[src/rtl/hazard_ctrl.sv]
// hazard_ctrl: load-use/branch/dmem-wait hazard controller with forwarding, timeout watchdog and perf counters
module hazard_ctrl #(
  parameter int LU_BUBBLES  = 1,
  parameter int MEM_TIMEOUT = 255
) (
  input  logic        clk,
  input  logic        rst,
  input  logic [4:0]  id_rs1,
  input  logic [4:0]  id_rs2,
  input  logic        id_use_rs1,
  input  logic        id_use_rs2,
  input  logic [4:0]  ex_rs1,
  input  logic [4:0]  ex_rs2,
  input  logic [4:0]  ex_rd,
  input  logic        ex_we,
  input  logic        ex_is_load,
  input  logic        ex_jb,
  input  logic [4:0]  mem_rd,
  input  logic [4:0]  wb_rd,
  input  logic        mem_we,
  input  logic        wb_we,
  input  logic        dmem_req,
  input  logic        dmem_ready,
  output logic        hold_pc,
  output logic        hold_fd,
  output logic        flush_fd,
  output logic        flush_de,
  output logic        hold_de,
  output logic        hold_em,
  output logic        hold_mw,
  output logic [1:0]  fwd_a,
  output logic [1:0]  fwd_b,
  output logic        mem_err,
  output logic [31:0] cnt_stall,
  output logic [31:0] cnt_flush
);
  typedef enum logic [1:0] {RUN, LU_STALL, MEM_WAIT} state_t;
  state_t state, state_nx, ret, ret_nx, eff;
  logic [1:0] lu_cnt, lu_cnt_nx;
  logic [7:0] to_cnt, to_cnt_nx;
  logic lu_hit, mwait, err_nx;
  assign lu_hit = ex_is_load && ex_we && ex_rd != 5'd0 &&
                  ((id_use_rs1 && id_rs1 == ex_rd) || (id_use_rs2 && id_rs2 == ex_rd));
  assign mwait = dmem_req && !dmem_ready;
  always_comb begin
    {hold_pc, hold_fd, flush_fd, flush_de, hold_de, hold_em, hold_mw} = '0;
    state_nx = state;
    ret_nx = ret;
    lu_cnt_nx = lu_cnt;
    to_cnt_nx = '0;
    err_nx = mem_err;
    // ret remembers the state interrupted by a memory wait; on release we act as that state
    eff = (state == MEM_WAIT) ? ret : state;
    fwd_a = (mem_we && mem_rd != 5'd0 && mem_rd == ex_rs1) ? 2'd1 :
            (wb_we && wb_rd != 5'd0 && wb_rd == ex_rs1) ? 2'd2 : 2'd0;
    fwd_b = (mem_we && mem_rd != 5'd0 && mem_rd == ex_rs2) ? 2'd1 :
            (wb_we && wb_rd != 5'd0 && wb_rd == ex_rs2) ? 2'd2 : 2'd0;
    if (mwait) begin
      {hold_pc, hold_fd, hold_de, hold_em, hold_mw} = '1;
      state_nx = MEM_WAIT;
      ret_nx = eff;
      to_cnt_nx = (to_cnt == 8'(MEM_TIMEOUT)) ? to_cnt : to_cnt + 8'd1;
      err_nx = mem_err || to_cnt_nx == 8'(MEM_TIMEOUT);
    end else if (ex_jb) begin
      {flush_fd, flush_de} = '1;
      state_nx = RUN;
      lu_cnt_nx = '0;
    end else if (eff == LU_STALL) begin
      {hold_pc, hold_fd, flush_de} = '1;
      lu_cnt_nx = lu_cnt - 2'd1;
      state_nx = (lu_cnt == 2'd1) ? RUN : LU_STALL;
    end else begin
      state_nx = RUN;
      if (lu_hit) begin
        {hold_pc, hold_fd, flush_de} = '1;
        lu_cnt_nx = 2'(LU_BUBBLES - 1);
        state_nx = (LU_BUBBLES > 1) ? LU_STALL : RUN;
      end
    end
    if (rst) begin
      {hold_pc, hold_fd, flush_fd, flush_de, hold_de, hold_em, hold_mw} = '0;
      fwd_a = '0;
      fwd_b = '0;
    end
  end
  always_ff @(posedge clk or posedge rst) begin
    if (rst) begin
      state <= RUN;
      ret <= RUN;
      lu_cnt <= '0;
      to_cnt <= '0;
      mem_err <= 1'b0;
      cnt_stall <= '0;
      cnt_flush <= '0;
    end else begin
      state <= state_nx;
      ret <= ret_nx;
      lu_cnt <= lu_cnt_nx;
      to_cnt <= to_cnt_nx;
      mem_err <= err_nx;
      cnt_stall <= cnt_stall + 32'(hold_pc | hold_fd | hold_de | hold_em | hold_mw);
      cnt_flush <= cnt_flush + 32'(flush_fd);
    end
  end
endmodule
[config.mk]
export PLATFORM = sky130hd
export DESIGN_NAME = hazard_ctrl
export DESIGN_NICKNAME = d
export VERILOG_FILES = /design/src/rtl/hazard_ctrl.sv
export SDC_FILE = /design/constraint.sdc
export NUM_CORES = 1
export LEC_CHECK = 0
export BUFFER_PORTS_ARGS = -buffer_cell sky130_fd_sc_hd__buf_2
export CELL_PAD_IN_SITES_DETAIL_PLACEMENT = 1
export CELL_PAD_IN_SITES_GLOBAL_PLACEMENT = 1
export CORE_ASPECT_RATIO = 1.2
export CORE_MARGIN = 2
export CORE_UTILIZATION = 36
export CTS_CLUSTER_SIZE = 16
export DETAILED_ROUTE_END_ITERATION = 8
export GPL_TIMING_DRIVEN = 0
export PLACE_DENSITY = 0.75
export SKIP_LAST_GASP = 1
export SLEW_MARGIN = 25
export SYNTH_ARGS = -nofsm -noshare
export SYNTH_HDL_FRONTEND = slang
export SYNTH_SLANG_ARGS = --single-unit
[constraint.sdc]
create_clock -name clk -period 5.64 [get_ports clk]
set_clock_uncertainty 0.05 [all_clocks]
set_input_delay 1.41 -clock clk [delete_from_list [all_inputs] [get_ports clk]]
set_output_delay 1.41 -clock clk [all_outputs]
set_load 0.005 [all_outputs]
Word-level counts from Yosys, hierarchy flattened

Cells that the tools add are included.

Add/subtract/negate cells: 4
Equal/unequal tests: 11
Multiplexer cells: 29
Bitwise logic cells: 5
Reductions and logical operators: 20

Operator list:

| cell                                                               | number |
|---|---|
| 32-bit by 1-bit adder with 32-bit output                           | 2 |
| 5-bit == test                                                      | 6 |
| 2-bit 2-to-1 mux                                                   | 11 |
| 8-bit == test, second input constant                               | 2 |
| 1-bit 2-to-1 mux                                                   | 16 |
| 8-bit 2-to-1 mux                                                   | 2 |
| 5-bit nonzero test                                                 | 3 |
| 1-bit logical AND                                                  | 12 |
| 8-bit by 1-bit adder with 8-bit output, second input constant      | 1 |
| 2-bit by 1-bit == test with 1-bit output, second input constant    | 2 |
| 1-bit OR                                                           | 4 |
| 3-bit nonzero test                                                 | 1 |
| 2-bit == test, second input constant                               | 1 |
| 1-bit logical OR                                                   | 2 |
| 2-bit AND reduction                                                | 1 |
| 2-bit by 1-bit subtractor with 2-bit output, second input constant | 1 |
| 1-bit logical NOT                                                  | 1 |
| 1-bit NOT                                                          | 1 |

Register bits after elaboration: 79
Bits of input ports: 46
Output and inout bits: 76
Word-level logic and storage cells: 76

Longest topological paths before layout

Depth in word-level cells: 14
Depth in mapped cells: 11
Gate-level depth less buffers: 10

Least setup slack after synthesis

Ideal clock, no wire load.

Path kind: input-to-output
Start: input rst
End: output fwd_b[1]
Arrival: 4.088 ns
Data required time: 4.180 ns
Path slack: 0.092 ns
Stages: 4
Buffers on the path: 0
Cell sequence: inv_1 -> o211ai_1 -> or4_1 -> nor4_2

Word-level cells in the longest chain between the ends: 1

Ends and longest elaborated chain:

| what               | RTL line | text |
|---|---|---|
| start: declaration | 7        | `input logic rst,` |
| 2-bit 2-to-1 mux   | 80       | `if (rst) begin` |
| end: declaration   | 32       | `output logic [1:0] fwd_b,` |

No other way between the ends.

Worst setup path in the final report

Ends and elaborated chain as after synthesis.

==> impl_metrics.env <==
export IMPL_fmax_mhz=217
export IMPL_worst_slew_pin_slew_ns=0.689
export IMPL_io_buffers=121
export IMPL_crit_chain="buf_2 -> inv_4 -> o211ai_1 -> or4_1 -> nor4_2 -> buf_2"
export IMPL_cp_end_kind="output port"
export IMPL_grt_pass1_wl_um=17800
export IMPL_avgSynthCellArea_um2=10.7
export IMPL_status="complete, no violations"
export IMPL_cts_resized=0
export IMPL_wl_um=10500
export IMPL_netSwitchingPower_w=0.000362
export IMPL_min_period_ns=4.60
export IMPL_synth_edff_count=0
export IMPL_drv_slew=0
export IMPL_p_per_area_nw_per_um2=258
export IMPL_internal_power_w=0.00100
export IMPL_synthesis_instances=392
export IMPL_pwr_share_clk=0.403
export IMPL_placed_cells_incl_taps=671
export IMPL_cp_arrival_ns=3.14
export IMPL_grt_pass1_vias=3702
export IMPL_cts_num_sinks=79
export IMPL_synth_fp_nets=444
export IMPL_areaGrowthSynthToFinish_pct=26.4
export IMPL_finalHoldViolCount=0
export IMPL_htree_num_levels=3
export IMPL_die_h_um=122
export IMPL_worstSetupPathType="in -> out"
export IMPL_worst_path_max_fanout=49
export IMPL_yosysUniqueCellTypes=48
export IMPL_seq_area_um2=1980
export IMPL_synthFlopType="dfrtp_1"
export IMPL_fill_cells=1324
export IMPL_firstDrtPassIters=4
export IMPL_p_seq_frac=0.479
export IMPL_via_per_inst=5.11
export IMPL_initial_core_util=0.366
export IMPL_leakage_nw=2.61
export IMPL_cts_tree="done"
export IMPL_cap_violations=0
export IMPL_via_count=3507
export IMPL_clockBufferDepth=2
export IMPL_worstSkewPairLatency_ns=0.33
export IMPL_fin_cells=686
export IMPL_min_period_over_period=0.816
export IMPL_insertedDiodeCount=0
export IMPL_yosys_top_cells_area="dfrtp_1, xnor2_1, xor2_1"
export IMPL_layout_drive_gt1_share=0.302
export IMPL_grt_max_degree=50
export IMPL_rows=43
export IMPL_fin_nets=577
export IMPL_synth_top_cell_area_share=0.472
export IMPL_grt_overflow=0
export IMPL_yosysWarnings=0
export IMPL_path_common_cell="buf_2"
export IMPL_critical_path_slowest_cell="or4_1"
export IMPL_place_gp_congestion=0.795
export IMPL_antenna_found_initial=0
export IMPL_fin_setup_tns_ns=0
export IMPL_rsz0062_at_grt="no"
export IMPL_core_um2=11500
export IMPL_grtUsageTotal=0.177
export IMPL_cts_setup_buffers=0
export IMPL_drcViolationCount=0
export IMPL_hpwl_um=8090
export IMPL_min_path_type="reg -> reg"
export IMPL_ys_async_sr_fraction=1.00
export IMPL_synthesis_area_um2=4190
export IMPL_yosysSeqAreaShare=0.472
export IMPL_dieArea_um2=12500
export IMPL_cpPeakStageDelay_ns=0.58
export IMPL_die_w_um=103
export IMPL_power_frac_comb=0.118
export IMPL_numCtsBuffers=9
export IMPL_switching_share=0.265
export IMPL_peakVddDrop_v=0.000119
export IMPL_io_pins=122
export IMPL_crit_required_ns=4.18
export IMPL_drt_iter0_drc=72
export IMPL_fin_util=0.462
export IMPL_cts_root_buf="clkbuf_16"
export IMPL_relSlewSlack=0.534
export IMPL_clk_pin_slew_ns=0.06
export IMPL_synth_seq_cells=79
export IMPL_holdBufCountCts=0
export IMPL_ant_nets=0
export IMPL_multi_input_area_um2=2130
export IMPL_synth_top_cell_by_area="dfrtp_1"
export IMPL_setup_violations=0
export IMPL_wl_per_cell_um=15.3
export IMPL_cp_start_kind="primary input"
[path summary, 6_finish.rpt]
path                            cells after the start            end  startpoint  slack, ns
worst max register to register                     10  cnt_stall[26]    state[0]       2.33
worst max-delay path                                6       fwd_b[1]         rst       1.04
max in group asynchronous                           3   cnt_flush[8]         rst       3.77
min in group asynchronous                           2      to_cnt[5]         rst       1.18
worst min-delay path                                1        mem_err     mem_err       0.41
worst min register to register                      1        mem_err     mem_err       0.41
[power groups by stage]
stage	Combinational, W	Clock (W)	Sequential [W]
global route	0.000184	0.000589	0.000664
global placement	0.000158	0	0.000661
floorplan	0.0000745	0	0.000660
detailed placement	0.000165	0	0.000665
finish	0.000162	0.000550	0.000654
CTS	0.000166	0.000566	0.000655
[cell type report]
cell class,instances,share of cell area
repair buffers,122,0.118
clock inverters,4,0.00567
well taps,157,0.0371
flip-flops and latches,79,0.373
clock buffers,11,0.0477
inverters,8,0.00614
plain buffers,10,0.0102
multi-input cells,295,0.402
[metal layers]
layer,up-vias,GRT usage,part of all wire
li1,1676,-,-
met1,1702,0.210,0.41
met2,112,0.311,0.52
met3,17,0.0287,0.048
met4,0,0.0783,0.023
met5,-,0,0
[cell usage in the layout (no fill, tap or decap), types with 4 or more instances in the layout]
master	instances
inv_1	6
o21ai_0	9
a31oi_1	4
ha_1	6
nor4_1	7
nand4_1	22
nand3_1	37
xor2_1	27
and2_1	4
nand2_1	23
a21oi_1	4
nor2_1	17
xnor2_1	66
nor3_1	13
and4_1	5
buf_2	125
nor4_4	5
clkbuf_16	9
or4_1	4
and3_1	8
dfrtp_1	79
[worst max-delay path, delay by kind of cell]
family                 cells  cell delay (ns)
buffers and inverters      3             0.78
AOI/OAI and AO/OA          1             0.20
and+or+nand+nor            2             0.75
[sequential cells by signal, summed over array words and instances (netlist names)]
register,flops
mem_err,1
ret,2
cnt_flush,32
state,2
to_cnt,8
lu_cnt,2
cnt_stall,32
[stage by stage]
| stage | power [W] | instance area (µm²) | setup WS [ns] | hold slack (ns) |
|---|---|---|---|---|
| floorplan | 0.000735 | 4190 | 0.0919 | 0.410 |
| global placement | 0.000819 | 4990 | -1.01 | 0.405 |
| detailed placement | 0.000830 | 5020 | 0.944 | 0.408 |
| CTS | 0.00139 | 5300 | 0.941 | 0.421 |
| global route | 0.00144 | 5300 | 0.837 | 0.435 |
| finish | 0.00137 | 5300 | 1.04 | 0.411 |
[kinds of logic after synthesis]
kind of cell	after synthesis	synth area share
fa+ha+maj	6	0.0179
compound gates	34	0.0576
flops	79	0.472
buf+inv	18	0.0200
simple gates	162	0.239
xor+xnor	93	0.194
[synth_stat cells (2+ instances only)]
master / number
a21oi_1: 4
buf_2: 4
and2_1: 4
nor4b_1: 2
o21ai_0: 9
nor4_2: 3
nand2_1: 23
nand3_1: 37
inv_1: 7
o211a_1: 3
xor2_1: 27
nand4_1: 22
or4_1: 4
nor2_1: 17
a31oi_1: 4
dfrtp_1: 79
and4_1: 5
and3_1: 8
o211ai_1: 3
or2_1: 2
nor4_4: 5
nand4_2: 2
ha_1: 6
nor4_1: 7
nor3_1: 13
xnor2_1: 66
clkbuf_1: 3
buf_4: 3
Power figures use the tool's default switching activity.
